**config.mk**
```make
export PLATFORM = sky130hd
export DESIGN_NAME = pipe_control
export DESIGN_NICKNAME = d
export VERILOG_FILES = /design/src/rtl/pipe_control.sv
export SDC_FILE = /design/constraint.sdc
export NUM_CORES = 1
export LEC_CHECK = 0
export ABC_CLOCK_PERIOD_IN_PS = 3500
export CAP_MARGIN = 20
export CORE_UTILIZATION = 49
export DETAILED_ROUTE_END_ITERATION = 6
export PLACE_DENSITY = 0.83
export SYNTH_ARGS = -nofsm -noshare
export SYNTH_HDL_FRONTEND = slang
export SYNTH_SLANG_ARGS = --single-unit
export TNS_END_PERCENT = 20
```
**constraint.sdc**
```tcl
create_clock -name clk -period 3.5 [get_ports clk]
set_input_delay 0.525 -clock clk [delete_from_list [all_inputs] [get_ports clk]]
set_output_delay 0.525 -clock clk [all_outputs]
set_load 0.005 [all_outputs]
```
**src/rtl/pipe_control.sv**
```systemverilog
// RV32I control unit: decode in D, control word shifts D->E->M->WB; redirect from M one cycle after E.
// Latency: E selects 1 cycle after decode, pc_SEL 1 cycle after E; no backpressure, always advances.
module pipe_control #(
    parameter int   XLEN            = 32,
    parameter logic RESET_VEC_VALID = 1'b0
) (
    input  logic            clk,
    input  logic            reset,
    input  logic [XLEN-1:0] Instr,
    input  logic            alu_eq,
    input  logic            alu_lt,
    input  logic            alu_ltu,
    output logic [2:0]      imm_SEL,
    output logic            rs1_SEL,
    output logic            rs2_SEL,
    output logic [3:0]      ALU_SEL,
    output logic [1:0]      pc_SEL,
    output logic            mem_WE,
    output logic [1:0]      reg_SEL,
    output logic            reg_WE,
    output logic            flush,
    output logic            illegal
);
    localparam logic [6:0] OPC_OP     = 7'b0110011;
    localparam logic [6:0] OPC_OP_IMM = 7'b0010011;
    localparam logic [6:0] OPC_LOAD   = 7'b0000011;
    localparam logic [6:0] OPC_STORE  = 7'b0100011;
    localparam logic [6:0] OPC_LUI    = 7'b0110111;
    localparam logic [6:0] OPC_AUIPC  = 7'b0010111;
    localparam logic [6:0] OPC_JAL    = 7'b1101111;
    localparam logic [6:0] OPC_JALR   = 7'b1100111;
    localparam logic [6:0] OPC_BRANCH = 7'b1100011;

    localparam logic [3:0] ALU_ADD  = 4'd0;
    localparam logic [3:0] ALU_SUB  = 4'd1;
    localparam logic [3:0] ALU_SLL  = 4'd2;
    localparam logic [3:0] ALU_SLT  = 4'd3;
    localparam logic [3:0] ALU_SLTU = 4'd4;
    localparam logic [3:0] ALU_XOR  = 4'd5;
    localparam logic [3:0] ALU_SRL  = 4'd6;
    localparam logic [3:0] ALU_SRA  = 4'd7;
    localparam logic [3:0] ALU_OR   = 4'd8;
    localparam logic [3:0] ALU_AND  = 4'd9;

    typedef struct packed {
        logic       rs1_sel;
        logic       rs2_sel;
        logic [3:0] alu_sel;
        logic       is_br;
        logic       is_jmp;
        logic       pc_imm;
        logic [2:0] funct3;
        logic       mem_we;
        logic       reg_we;
        logic [1:0] reg_sel;
    } ctrl_t;

    logic [XLEN-1:0] instr_q, instr_d;
    logic            v_d_q, v_d_d, v_e_q, v_e_d, v_m_q, v_m_d, v_wb_q, v_wb_d;
    ctrl_t           ctrl_e_q, ctrl_e_d;
    logic            mem_we_m_q, mem_we_m_d, reg_we_m_q, reg_we_m_d;
    logic [1:0]      reg_sel_m_q, reg_sel_m_d;
    logic            reg_we_wb_q, reg_we_wb_d;
    logic [1:0]      reg_sel_wb_q, reg_sel_wb_d;
    logic            redir_m_q, redir_m_d, pc_imm_m_q, pc_imm_m_d;
    logic            illegal_q, illegal_d;

    logic [6:0] opcode;
    logic [2:0] funct3;
    logic       f7b5;
    logic [4:0] rd;
    ctrl_t      dec;
    logic [2:0] dec_imm;
    logic       dec_illegal;
    logic [3:0] alu_base;
    logic       br_cond;
    logic       redirect;
    logic       unused_bits;

    assign opcode      = instr_q[6:0];
    assign rd          = instr_q[11:7];
    assign funct3      = instr_q[14:12];
    assign f7b5        = instr_q[30];
    assign unused_bits = ^{instr_q[XLEN-1:31], instr_q[29:15]};

    always_comb begin
        alu_base = ALU_ADD;
        case (funct3)
            3'b000:  alu_base = ALU_ADD;
            3'b001:  alu_base = ALU_SLL;
            3'b010:  alu_base = ALU_SLT;
            3'b011:  alu_base = ALU_SLTU;
            3'b100:  alu_base = ALU_XOR;
            3'b101:  alu_base = f7b5 ? ALU_SRA : ALU_SRL;
            3'b110:  alu_base = ALU_OR;
            default: alu_base = ALU_AND;
        endcase
    end

    always_comb begin
        dec         = '0;
        dec.funct3  = funct3;
        dec_imm     = 3'd0;
        dec_illegal = 1'b0;
        case (opcode)
            OPC_OP: begin
                dec.alu_sel = (funct3 == 3'b000 && f7b5) ? ALU_SUB : alu_base;
                dec.reg_sel = 2'd1;
                dec.reg_we  = 1'b1;
            end
            OPC_OP_IMM: begin
                // funct7[5] is immediate data for ADDI, so only the shift decode honours it
                dec.alu_sel = alu_base;
                dec.rs2_sel = 1'b1;
                dec.reg_sel = 2'd1;
                dec.reg_we  = 1'b1;
            end
            OPC_LOAD: begin
                dec.rs2_sel = 1'b1;
                dec.reg_we  = 1'b1;
            end
            OPC_STORE: begin
                dec.rs2_sel = 1'b1;
                dec.mem_we  = 1'b1;
                dec_imm     = 3'd1;
            end
            OPC_LUI: begin
                dec.reg_sel = 2'd2;
                dec.reg_we  = 1'b1;
                dec_imm     = 3'd3;
            end
            OPC_AUIPC: begin
                dec.rs1_sel = 1'b1;
                dec.rs2_sel = 1'b1;
                dec.reg_sel = 2'd1;
                dec.reg_we  = 1'b1;
                dec_imm     = 3'd3;
            end
            OPC_JAL: begin
                dec.is_jmp  = 1'b1;
                dec.pc_imm  = 1'b1;
                dec.reg_sel = 2'd3;
                dec.reg_we  = 1'b1;
                dec_imm     = 3'd4;
            end
            OPC_JALR: begin
                dec.rs2_sel = 1'b1;
                dec.is_jmp  = 1'b1;
                dec.reg_sel = 2'd3;
                dec.reg_we  = 1'b1;
            end
            OPC_BRANCH: begin
                dec.alu_sel = ALU_SUB;
                dec.is_br   = 1'b1;
                dec.pc_imm  = 1'b1;
                dec_imm     = 3'd2;
            end
            default: dec_illegal = 1'b1;
        endcase
        if (rd == 5'd0) begin
            dec.reg_we = 1'b0;
        end
    end

    always_comb begin
        br_cond = 1'b0;
        case (ctrl_e_q.funct3)
            3'b000:  br_cond = alu_eq;
            3'b001:  br_cond = ~alu_eq;
            3'b100:  br_cond = alu_lt;
            3'b101:  br_cond = ~alu_lt;
            3'b110:  br_cond = alu_ltu;
            3'b111:  br_cond = ~alu_ltu;
            default: br_cond = 1'b0;
        endcase
        // a slot already marked wrong-path by the redirect in M must not redirect again
        redirect = v_e_q & ~redir_m_q & (ctrl_e_q.is_jmp | (ctrl_e_q.is_br & br_cond));
    end

    always_comb begin
        instr_d      = Instr;
        v_d_d        = ~redir_m_q;
        v_e_d        = v_d_q & ~redir_m_q;
        v_m_d        = v_e_q & ~redir_m_q;
        v_wb_d       = v_m_q;
        ctrl_e_d     = v_e_d ? dec : ctrl_e_q;
        mem_we_m_d   = v_e_q ? ctrl_e_q.mem_we  : mem_we_m_q;
        reg_we_m_d   = v_e_q ? ctrl_e_q.reg_we  : reg_we_m_q;
        reg_sel_m_d  = v_e_q ? ctrl_e_q.reg_sel : reg_sel_m_q;
        reg_we_wb_d  = v_m_q ? reg_we_m_q  : reg_we_wb_q;
        reg_sel_wb_d = v_m_q ? reg_sel_m_q : reg_sel_wb_q;
        redir_m_d    = redirect;
        pc_imm_m_d   = redirect & ctrl_e_q.pc_imm;
        illegal_d    = illegal_q | (v_d_q & dec_illegal);
    end

    always_ff @(posedge clk or posedge reset) begin
        if (reset) begin
            instr_q      <= '0;
            v_d_q        <= RESET_VEC_VALID;
            v_e_q        <= 1'b0;
            v_m_q        <= 1'b0;
            v_wb_q       <= 1'b0;
            ctrl_e_q     <= '0;
            mem_we_m_q   <= 1'b0;
            reg_we_m_q   <= 1'b0;
            reg_sel_m_q  <= 2'd0;
            reg_we_wb_q  <= 1'b0;
            reg_sel_wb_q <= 2'd0;
            redir_m_q    <= 1'b0;
            pc_imm_m_q   <= 1'b0;
            illegal_q    <= 1'b0;
        end else begin
            instr_q      <= instr_d;
            v_d_q        <= v_d_d;
            v_e_q        <= v_e_d;
            v_m_q        <= v_m_d;
            v_wb_q       <= v_wb_d;
            ctrl_e_q     <= ctrl_e_d;
            mem_we_m_q   <= mem_we_m_d;
            reg_we_m_q   <= reg_we_m_d;
            reg_sel_m_q  <= reg_sel_m_d;
            reg_we_wb_q  <= reg_we_wb_d;
            reg_sel_wb_q <= reg_sel_wb_d;
            redir_m_q    <= redir_m_d;
            pc_imm_m_q   <= pc_imm_m_d;
            illegal_q    <= illegal_d;
        end
    end

    assign imm_SEL = dec_imm;
    assign rs1_SEL = ctrl_e_q.rs1_sel;
    assign rs2_SEL = ctrl_e_q.rs2_sel;
    assign ALU_SEL = ctrl_e_q.alu_sel;
    assign pc_SEL  = {pc_imm_m_q, redir_m_q};
    assign flush   = redir_m_q;
    assign mem_WE  = mem_we_m_q & v_m_q;
    assign reg_SEL = reg_sel_wb_q;
    assign reg_WE  = reg_we_wb_q & v_wb_q;
    assign illegal = illegal_q;
endmodule

```
==> flow_summary.json <==
{
  "cp_num_buf_inv": 2,
  "crit_path_max_fanout": 10,
  "crit_type": "reg2out",
  "multiInputGateArea_um2": 573,
  "antenna_found_initial": 0,
  "grt_start_max_net_pins": 30,
  "fmax_mhz": 393,
  "min_to": "v_wb_q",
  "fin_hold_ws_ps": 480,
  "holdCritPathClass": "reg2reg",
  "synth_nets": 192,
  "fin_crit_ps": 2550,
  "yosysSeqAreaShare": 0.638,
  "cts_root_buffer": "clkbuf_8",
  "reg2reg_depth": 4,
  "worst-path-stages": 5,
  "diodes": 0,
  "grt_pass1_vias": 1242,
  "grt_usage": 0.186,
  "gr-usage-met2": 0.310,
  "wl_per_cell_um": 13.6,
  "io_buffers": 37,
  "slew_headroom": 0.599,
  "max_stage_delay_ps": 530,
  "met3_usage": 0.0438,
  "r2r_start": "flush",
  "cts_tree": "built",
  "fp.dieArea_um2": 3930,
  "outcome": "complete, no violations",
  "p_per_area_nw_per_um2": 457,
  "drt_first_pass_iters": 4,
  "worstReg2RegEnd": "rs1_SEL",
  "netlist_area_um2": 1800,
  "end_kind": "output port",
  "ios": 54,
  "cp_data_arrival_time_ps": 2020,
  "rows": 21,
  "die_h_um": 62.7,
  "htreeDepth": 2,
  "seq_area_um2": 1150,
  "dieWidth_um": 62.7,
  "yosys_warnings": 0,
  "via_per_inst": 5.22,
  "setup_tns_ps": 0,
  "dpl.hpwl_um": 2460,
  "min_path_cells": 0,
  "clk_latency_ps": 310,
  "ys_ff_latch": 46,
  "drt_iter0_drc": 44,
  "critPathTopFamily": "simple AND/OR/NAND/NOR gates",
  "ys.flop_type": "dfrtp_1",
  "grt-busiest-layer": "met2",
  "rsz0062_at_grt": "no",
  "syn2layout_area_growth_pct": 25.9,
  "report.final.slew_viol_count": 0,
  "start_util": 0.524,
  "yosysTopAreaCell": "dfrtp_1",
  "grt_pass1_wl_um": 5440,
  "clockBufferDepth": 2,
  "drc": 0,
  "finalHoldViolCount": 0,
  "drtAntennaViolNets": 0,
  "finalSetupViolations": 0,
  "gp_congestion": 0.812,
  "cts.sinks": 46,
  "path_clk_slew_ps": 70,
  "cts_resized": 0,
  "synth_area_leaders": "dfrtp_1, mux2_2, nand2_1, nor2_1, buf_4",
  "synth_top_area_frac": 0.638,
  "skew_ps": 5.57,
  "maxCapViolCount": 0,
  "wirelength_um": 3230,
  "synth_cells": 155,
  "period_share": 0.728,
  "core_region_area_um2": 3440,
  "synth_cell_type_count": 32,
  "leakage_nw": 0.991,
  "cts_setup_buffers": 0,
  "crit_chain": "nand4b_1 > nor2_1 > nand2_1 > inv_1 > clkdlybuf4s50_1",
  "met1_usage": 0.203,
  "cts_buffers": 5,
  "vias": 1238,
  "crit_slowest_cell": "dfrtp_1",
  "ir_drop_mv": 0.276,
  "ys_async_sr_fraction": 1.00,
  "ctsHoldBuffers": 0,
  "finalNetCount": 227,
  "holdCritStartpoint": "v_m_q",
  "drive_gt1_frac": 0.0995,
  "nFillCells": 262,
  "globalRouteOverflowTotal": 0,
  "critPathRequiredTime_ps": 2970,
  "reg2reg_setup_slack_ps": 1750,
  "synth_edf_count": 0,
  "netlist_top_cells_count": "dfrtp_1, nand2_1, nor2_1",
  "syn-mean-instance-area_um2": 11.6,
  "yosysMostFrequentCell": "dfrtp_1",
  "crit_path_start_kind": "flip-flop",
  "tightest_slew_ps": 598
}
-- report_power, final --
part           internal [mW]  switching (mW)
Clock                  0.159           0.166
Sequential             0.567          0.0302
Combinational         0.0650          0.0509
-- layer usage --
| layer | wire length (um) | up-vias |
|---|---|---|
| met5 | 0 | - |
| met4 | 115 | 0 |
| met3 | 127 | 11 |
| met2 | 1650 | 36 |
| met1 | 1330 | 598 |
| li1 | - | 593 |
-- cells by family (layout without fill, tap and decap cells) --
family,after synthesis,after routing,share of synthesized area
AO/OA/AOI/OAI,28,28,0.103
XOR/XNOR,2,2,0.00972
buffers and inverters,15,51,0.0437
flip-flops,46,46,0.638
multiplexers,9,9,0.0555
AND/OR/NAND/NOR,55,55,0.150
-- registers in the layout, indices dropped and copies added (netlist names), 2 cells and up --
| signal | count |
|---|---|
| ALU_SEL | 4 |
| ctrl_e_q | 10 |
| instr_q | 16 |
| reg_SEL | 2 |
| reg_sel_m_q | 2 |
-- worst register-to-register path, stage by stage, from the launching register on --
cell     delay, ps
dfrtp_1        410
inv_1          100
nand2_1        320
inv_1          420
mux2_2         380
-- how the worst max path moves through the flow --
stage	slack (ps)	endpoint	startpoint
after CTS	970	imm_SEL[2]	instr_q[5]
after detailed placement	1310	imm_SEL[2]	instr_q[5]
after global placement	1370	imm_SEL[2]	instr_q[5]
after global routing	840	imm_SEL[2]	instr_q[5]
final	950	imm_SEL[2]	instr_q[5]
after floorplan	1890	ALU_SEL[0]	reset
-- cells in the final DEF (no fill, tap or decap), types with 2 or more instances in the layout --
cell type	count
dfrtp_1	46
clkdlybuf4s50_1	37
nand2_1	22
nor2_1	16
mux2_2	8
o21ai_0	8
clkbuf_8	6
a21oi_1	5
inv_1	4
o31ai_1	4
nor3_1	3
nor2b_1	3
a31oi_1	2
a41oi_1	2
nor3b_1	2
xnor2_1	2
and2_1	2
-- area by class of cell --
cell class,count,area share
clock buffer,7,0.0380
clock inverter,1,0.00221
inverter,5,0.00827
multi-input combinational,94,0.252
sequential,46,0.507
tap,46,0.0254
timing repair buffer,38,0.166
-- metrics by stage --
stage	area (um^2)	total power [mW]	instances	utilization	worst slack (ps)
detailed placement	2180	0.726	229	0.633	1310
floorplan	1800	0.669	155	-	1890
global placement	2180	0.718	229	0.633	1370
global route	2270	1.09	237	0.659	842
CTS	2270	1.05	237	0.659	966
finish	2270	1.04	237	0.659	954
(Power assumes the default switching activity.)
